`config.mk`:
```
export PLATFORM = sky130hd
export DESIGN_NAME = cacheline_adaptor_flat
export DESIGN_NICKNAME = d
export VERILOG_FILES = /design/src/rtl/rv32i_types.sv /design/src/rtl/cacheline_adaptor_if.sv /design/src/rtl/cacheline_adaptor.sv /design/src/flat_wrapper.sv
export SDC_FILE = /design/constraint.sdc
export NUM_CORES = 1
export LEC_CHECK = 0
export CORE_AREA = 4 4 303 231
export DETAILED_ROUTE_END_ITERATION = 7
export DIE_AREA = 0 0 307 235
export MAX_ROUTING_LAYER = met4
export PLACE_DENSITY = 0.66
export REMOVE_ABC_BUFFERS = 1
export SYNTH_ARGS = -nofsm -noshare
export SYNTH_HDL_FRONTEND = slang
export SYNTH_SLANG_ARGS = --single-unit
```
`constraint.sdc`:
```
create_clock -name clk -period 4.8 [get_ports clk]
set_input_delay 0.72 -clock clk [delete_from_list [all_inputs] [get_ports clk]]
set_output_delay 0.72 -clock clk [all_outputs]
set_load 0.01 [all_outputs]
```
`src/rtl/rv32i_types.sv`:
```
// Shared burst geometry and adaptor state encoding for the cache-line adaptor.
// The cache side moves whole lines; the memory side moves fixed-width beats.
package rv32i_types;

    localparam int LINE_W = 256;
    localparam int BEAT_W = 64;
    localparam int BEATS  = 4;
    localparam int CNT_W  = 2;

    localparam logic [31:0] LINE_ALIGN_MASK = 32'hFFFF_FFE0;

    typedef enum logic [1:0] {
        IDLE        = 2'd0,
        READ_BURST  = 2'd1,
        WRITE_BURST = 2'd2,
        DONE        = 2'd3
    } adaptor_state_e;

    // Beat idx occupies line bits [BEAT_W*idx +: BEAT_W]; beat 0 is the low word.
    function automatic logic [BEAT_W-1:0] beat_of(input logic [LINE_W-1:0] line,
                                                  input logic [CNT_W-1:0]  idx);
        return line[idx*BEAT_W +: BEAT_W];
    endfunction

endpackage

```
`src/rtl/cacheline_adaptor_if.sv`:
```
// Bundle of cache-side line signals and memory-side burst signals.
// slave: the adaptor's view; master: the environment (cache plus memory).
interface cacheline_adaptor_if;

    logic                         pmem_read;
    logic                         pmem_write;
    logic [31:0]                  pmem_address;
    logic [rv32i_types::LINE_W-1:0] pmem_wdata;
    logic [rv32i_types::LINE_W-1:0] pmem_rdata;
    logic                         pmem_resp;

    logic                         burst_read;
    logic                         burst_write;
    logic [31:0]                  burst_address;
    logic [rv32i_types::BEAT_W-1:0] burst_wdata;
    logic [rv32i_types::BEAT_W-1:0] burst_rdata;
    logic                         burst_resp;

    modport slave (
        input  pmem_read, pmem_write, pmem_address, pmem_wdata,
        output pmem_rdata, pmem_resp,
        output burst_read, burst_write, burst_address, burst_wdata,
        input  burst_rdata, burst_resp
    );

    modport master (
        output pmem_read, pmem_write, pmem_address, pmem_wdata,
        input  pmem_rdata, pmem_resp,
        input  burst_read, burst_write, burst_address, burst_wdata,
        output burst_rdata, burst_resp
    );

endinterface

```
`src/rtl/cacheline_adaptor.sv`:
```
// Converts single-cycle cache line requests into four-beat memory bursts.
// Writes win over simultaneous reads; the fill line persists until the next read beat.
module cacheline_adaptor
    import rv32i_types::*;
(
    input  logic                clk,
    input  logic                reset_n,
    cacheline_adaptor_if.slave  bus
);

    adaptor_state_e     r_state;
    logic [CNT_W-1:0]   r_cnt;
    logic [31:0]        r_addr;
    logic [LINE_W-1:0]  r_rline;
    logic [LINE_W-1:0]  r_wline;

    logic               w_in_burst;
    logic               w_beat;
    logic               w_last_beat;
    logic [LINE_W-1:0]  w_rline_next;

    assign w_in_burst  = (r_state == READ_BURST) || (r_state == WRITE_BURST);
    assign w_beat      = w_in_burst && bus.burst_resp;
    assign w_last_beat = w_beat && (r_cnt == CNT_W'(BEATS - 1));

    // Only the slice addressed by the beat counter can change on a read beat.
    for (genvar gi = 0; gi < BEATS; gi++) begin : g_fill
        assign w_rline_next[gi*BEAT_W +: BEAT_W] =
            ((r_state == READ_BURST) && bus.burst_resp && (r_cnt == CNT_W'(gi)))
                ? bus.burst_rdata
                : r_rline[gi*BEAT_W +: BEAT_W];
    end

    always_ff @(posedge clk or negedge reset_n) begin
        if (!reset_n) begin
            r_state <= IDLE;
            r_cnt   <= '0;
            r_addr  <= '0;
            r_rline <= '0;
            r_wline <= '0;
        end else begin
            r_rline <= w_rline_next;
            if (w_beat) begin
                r_cnt <= r_cnt + 1'b1;
            end
            case (r_state)
                IDLE: begin
                    if (bus.pmem_write) begin
                        r_addr  <= bus.pmem_address & LINE_ALIGN_MASK;
                        r_wline <= bus.pmem_wdata;
                        r_cnt   <= '0;
                        r_state <= WRITE_BURST;
                    end else if (bus.pmem_read) begin
                        r_addr  <= bus.pmem_address & LINE_ALIGN_MASK;
                        r_cnt   <= '0;
                        r_state <= READ_BURST;
                    end
                end
                READ_BURST, WRITE_BURST: begin
                    if (w_last_beat) begin
                        r_state <= DONE;
                    end
                end
                DONE: begin
                    r_state <= IDLE;
                end
                default: begin
                    r_state <= IDLE;
                end
            endcase
        end
    end

    assign bus.pmem_rdata    = r_rline;
    assign bus.pmem_resp     = (r_state == DONE);
    assign bus.burst_read    = (r_state == READ_BURST);
    assign bus.burst_write   = (r_state == WRITE_BURST);
    assign bus.burst_address = r_addr;
    assign bus.burst_wdata   = beat_of(r_wline, r_cnt);

endmodule

```
`src/flat_wrapper.sv`:
```
// flat-port wrapper written by rule: the top's interface ports become plain ports
module cacheline_adaptor_flat import rv32i_types::*;
  (clk, reset_n, bus_pmem_read, bus_pmem_write, bus_pmem_address, bus_pmem_wdata, bus_pmem_rdata, bus_pmem_resp, bus_burst_read, bus_burst_write, bus_burst_address, bus_burst_wdata, bus_burst_rdata, bus_burst_resp);
  cacheline_adaptor_if bus_i ();
  input  logic clk;
  input  logic reset_n;
  input wire logic [$bits(bus_i.pmem_read)-1:0] bus_pmem_read;
  input wire logic [$bits(bus_i.pmem_write)-1:0] bus_pmem_write;
  input wire logic [$bits(bus_i.pmem_address)-1:0] bus_pmem_address;
  input wire logic [$bits(bus_i.pmem_wdata)-1:0] bus_pmem_wdata;
  output wire logic [$bits(bus_i.pmem_rdata)-1:0] bus_pmem_rdata;
  output wire logic [$bits(bus_i.pmem_resp)-1:0] bus_pmem_resp;
  output wire logic [$bits(bus_i.burst_read)-1:0] bus_burst_read;
  output wire logic [$bits(bus_i.burst_write)-1:0] bus_burst_write;
  output wire logic [$bits(bus_i.burst_address)-1:0] bus_burst_address;
  output wire logic [$bits(bus_i.burst_wdata)-1:0] bus_burst_wdata;
  input wire logic [$bits(bus_i.burst_rdata)-1:0] bus_burst_rdata;
  input wire logic [$bits(bus_i.burst_resp)-1:0] bus_burst_resp;
  assign bus_i.pmem_read = bus_pmem_read;
  assign bus_i.pmem_write = bus_pmem_write;
  assign bus_i.pmem_address = bus_pmem_address;
  assign bus_i.pmem_wdata = bus_pmem_wdata;
  assign bus_pmem_rdata = bus_i.pmem_rdata;
  assign bus_pmem_resp = bus_i.pmem_resp;
  assign bus_burst_read = bus_i.burst_read;
  assign bus_burst_write = bus_i.burst_write;
  assign bus_burst_address = bus_i.burst_address;
  assign bus_burst_wdata = bus_i.burst_wdata;
  assign bus_i.burst_rdata = bus_burst_rdata;
  assign bus_i.burst_resp = bus_burst_resp;
  cacheline_adaptor u_core (.clk(clk), .reset_n(reset_n), .bus(bus_i));
endmodule
```
==> summary.md <==
| Metric | Value |
|---|---|
| H-tree depth | 2 |
| Final ANT Viol Nets | 0 |
| RSZ-0062 raised after global routing | no |
| Initial antenna violation count | 17 |
| Crit path capture type | output pin |
| Max Freq | between 0.2 and 0.3 GHz |
| Worst skew pair latency | 0.60 ns |
| Setup violations, final | 0 |
| Metal3 WL | between 6000 and 7000 um |
| Initial DRT Pass Iterations | 4 |
| Filler Cell Count | around 5,700 |
| Final hold violations | 0 |
| Clock Skews | 0.02623 ns |
| Max FO, Critical Path | 39 |
| Cells along the critical path | buf_4 > mux4_2 > clkdlybuf4s50_1 |
| Cell Rows | 82 |
| Ys Warns | 0 |
| Slew HR | 0.3278 |
| Clk buf depth | 3 |
| Max VDD drop | 0.3639 mV |
| PortBufs | 701 |
| Clock period minus worst slack | about 3.7 ns |
| Req. time, crit path | between 4 and 5 ns |
| Seq/Total Area, Yosys | 0.6182 |
| Hold crit path type | in -> async |
| Register-to-Register Path Depth | 4 |
| Slowest cell on crit path | dfrtp_4 |
| Vias/cell | 4.669 |
| Num ports | 712 |
| Postcts setup bufs | 0 |
| Number of DRC markers in iteration 0 | between 500 and 600 |
| Starting density of the core | 0.3301 |
| Syn Inst Count | 1,255 |
| Die area | 72,150 sq um |
| Root buffer cell | clkbuf_16 |
| Sw Pwr | 6.491 mW |
| Post-Route M1 WL | roughly 25,000 um |
| Seq pwr share | 0.373 |
| Dominant cells by area after synthesis | dfrtp_1 62%, mux2_2 28%, mux4_2 6.6%, clkbuf_8 1.5%, buf_2 0.73% |
| Run status | finished clean |
| Distinct cell type count after synthesis | 20 |
| Crit-path max cell delay | 0.95 ns |
| Tightest Pin Transition | slightly above 1 ns |
| Placeable Area | roughly 67,000 sq um |
| Syn avg cell area | 17.51 sq um |
| Post-DP HPWL | 48,220 um |
| Placer congestion estimate | 0.7916 |
| PwrDens | just under 700 nW/um^2 |
| Reg2reg start | u_core.r_cnt[1] |
| Area leader, netlist | dfrtp_1 |
| Pleak | 13.39 nW |
| Clock Power Share | 0.207 |
| Nets | between 2,000 and 2,500 |
| P_int | 15.19 mW |
| Total power | 21.68 mW |
| First-pass GRT wire length | 99,240 um |
| Post-detailed-routing wire length | 65,820 um |
| Overflow left after global routing | 0 |
| Sw frac | 0.2994 |
| Largest net degree at the start of global routing | 130 |
| Gate power share | 0.419 |
| Critical path's top delay family | flip-flops |
| Remaining DRCs | 0 |
| Layout area overhead | 44.43% |
| Startpoint Class | flip-flop |
| Crit. Startpoint | u_core.r_cnt[0] |
| Share of cells above drive strength 1 | 0.3597 |
| Reg-to-reg critical path endpoint | u_core.bus.pmem_rdata[184] |
| Max-cap violations | 0 |
| WL per Instance | 22.66 um |
| TritonCTS Buffers | 56 |
| Die H | 235 um |
| Clk slew on worst S/H paths | 0.06 ns |
| Hold WS | 0.2540 ns |
| R2R Setup Slk | 1.77 ns |
| Worst Path Buf+Inv | 2 |
| Hold buffers post-CTS | 0 |
| DR vias | 13,560 |
| Post-synthesis register bit count | 543 |
| Met2 WL post-DR | ~33,000 um |
| Post-Syn Area | 21,980 sq um |
| Final Worst Setup Slack | roughly 1.1 ns |
| Fin crit share | 0.7784 |
| WP data arrival | 3.02 ns |
| CTS sink cnt | 543 |
| GR Util All Layers | 0.1851 |
| CP Class | reg -> out |
| Die Wd | 307 um |
| CTS resizes | 0 |
| Slew Limit Fails | 0 |
| Number of global-route vias before repair | 15,510 |
| CTS tree | built |
| Levels on crit path | 3 |
| Share of the synthesized area in the top cell type | 0.6182 |
| Top Metal Used | met4 |
| Dpl ws | ~1.4 ns |
registers in the layout, indices dropped and copies added, names as in the netlist:
signal,flops
u_core.bus.burst_address,27
u_core.bus.pmem_rdata,256
u_core.r_cnt,2
u_core.r_state,2
u_core.r_wline,256
area by class of cell:
class,instances,area [sq um],area share
antenna,15,37.54,0.001183
clock buffer,81,1637,0.05156
multi-input combinational,637,7821,0.2464
sequential,543,13600,0.4283
tap,882,1104,0.03477
timing repair buffer,723,7262,0.2288
inverter,4,15.01,0.0004730
clock inverter,19,271.5,0.008553
metrics by stage:
| stage | instance area (sq um) | instances | util | setup TNS, ns |
|---|---|---|---|---|
| finish | 31740 | 2904 | 0.4767 | 0 |
| global route | 31740 | 2903 | 0.4767 | 0 |
| CTS | 31710 | 2889 | 0.4762 | 0 |
| detailed placement | 29800 | 2789 | 0.4475 | 0 |
| global placement | 29800 | 2789 | 0.4475 | 0 |
| floorplan | 21380 | 1184 | - | -560.19 |
layout by cell type (no fill, tap or decap), types with 5 or more instances in the layout:
| master | netlist | routed |
|---|---|---|
| clkdlybuf4s50_1 | 0 | 700 |
| dfrtp_1 | 543 | 541 |
| mux2_2 | 539 | 539 |
| mux4_2 | 64 | 64 |
| clkbuf_16 | 0 | 57 |
| buf_4 | 13 | 16 |
| diode_2 | 0 | 15 |
| clkbuf_8 | 24 | 12 |
| clkbuf_1 | 6 | 12 |
| ha_1 | 9 | 9 |
| bufinv_16 | 0 | 6 |
| clkinv_2 | 0 | 6 |
| buf_12 | 0 | 6 |
| conb_1 | 1 | 5 |
how the worst max path moves through the flow:
stage,to
after CTS,bus_burst_wdata[14]
final,bus_burst_wdata[14]
after floorplan,u_core.r_wline[0]
after global routing,bus_burst_wdata[14]
after global placement,u_core.bus.pmem_rdata[109]
after detailed placement,u_core.bus.pmem_rdata[124]
synthesized netlist by cell type:
library cell and number:
a21boi_0 1, a22oi_1 1, and2_1 1, buf_2 32, buf_4 13, clkbuf_1 6, clkbuf_8 24, conb_1 1
dfrtp_1 543, ha_1 9, inv_1 4, mux2_2 539, mux2i_1 3, mux4_2 64, nand2_1 5, nand3_1 1
nand3_2 4, nor2_1 1, o21ai_0 2, xnor2_1 1
cell families (layout without fill, tap and decap cells):
kind of cell,count (synthesis),after routing,share of synthesized area
multiplexers,606,606,0.3431
flip-flops,543,543,0.6182
buffers and inverters,79,827,0.02846
AND/OR/NAND/NOR,12,12,0.003359
adder cells (fa/ha/maj),9,9,0.005124
AO/OA/AOI/OAI,4,4,0.001139
other,1,20,0.0001706
XOR/XNOR,1,1,0.0003986
layer usage:
metal / up-vias / GRT usage
met5: - / -
met4: 0 / 0.04330
met3: 93 / 0.08058
met2: 486 / 0.3102
met1: 6984 / 0.2046
li1: 5997 / -
power groups by stage:
stage | Combinational (mW) | Sequential (mW) | Clock [mW]
floorplan | 4.24 | 8.36 | 0
global placement | 9.08 | 8.02 | 0
detailed placement | 9.22 | 8.15 | 0
CTS | 9.27 | 8.10 | 4.63
global route | 9.67 | 8.36 | 4.84
finish | 9.09 | 8.09 | 4.50
(Power assumes the default switching activity.)
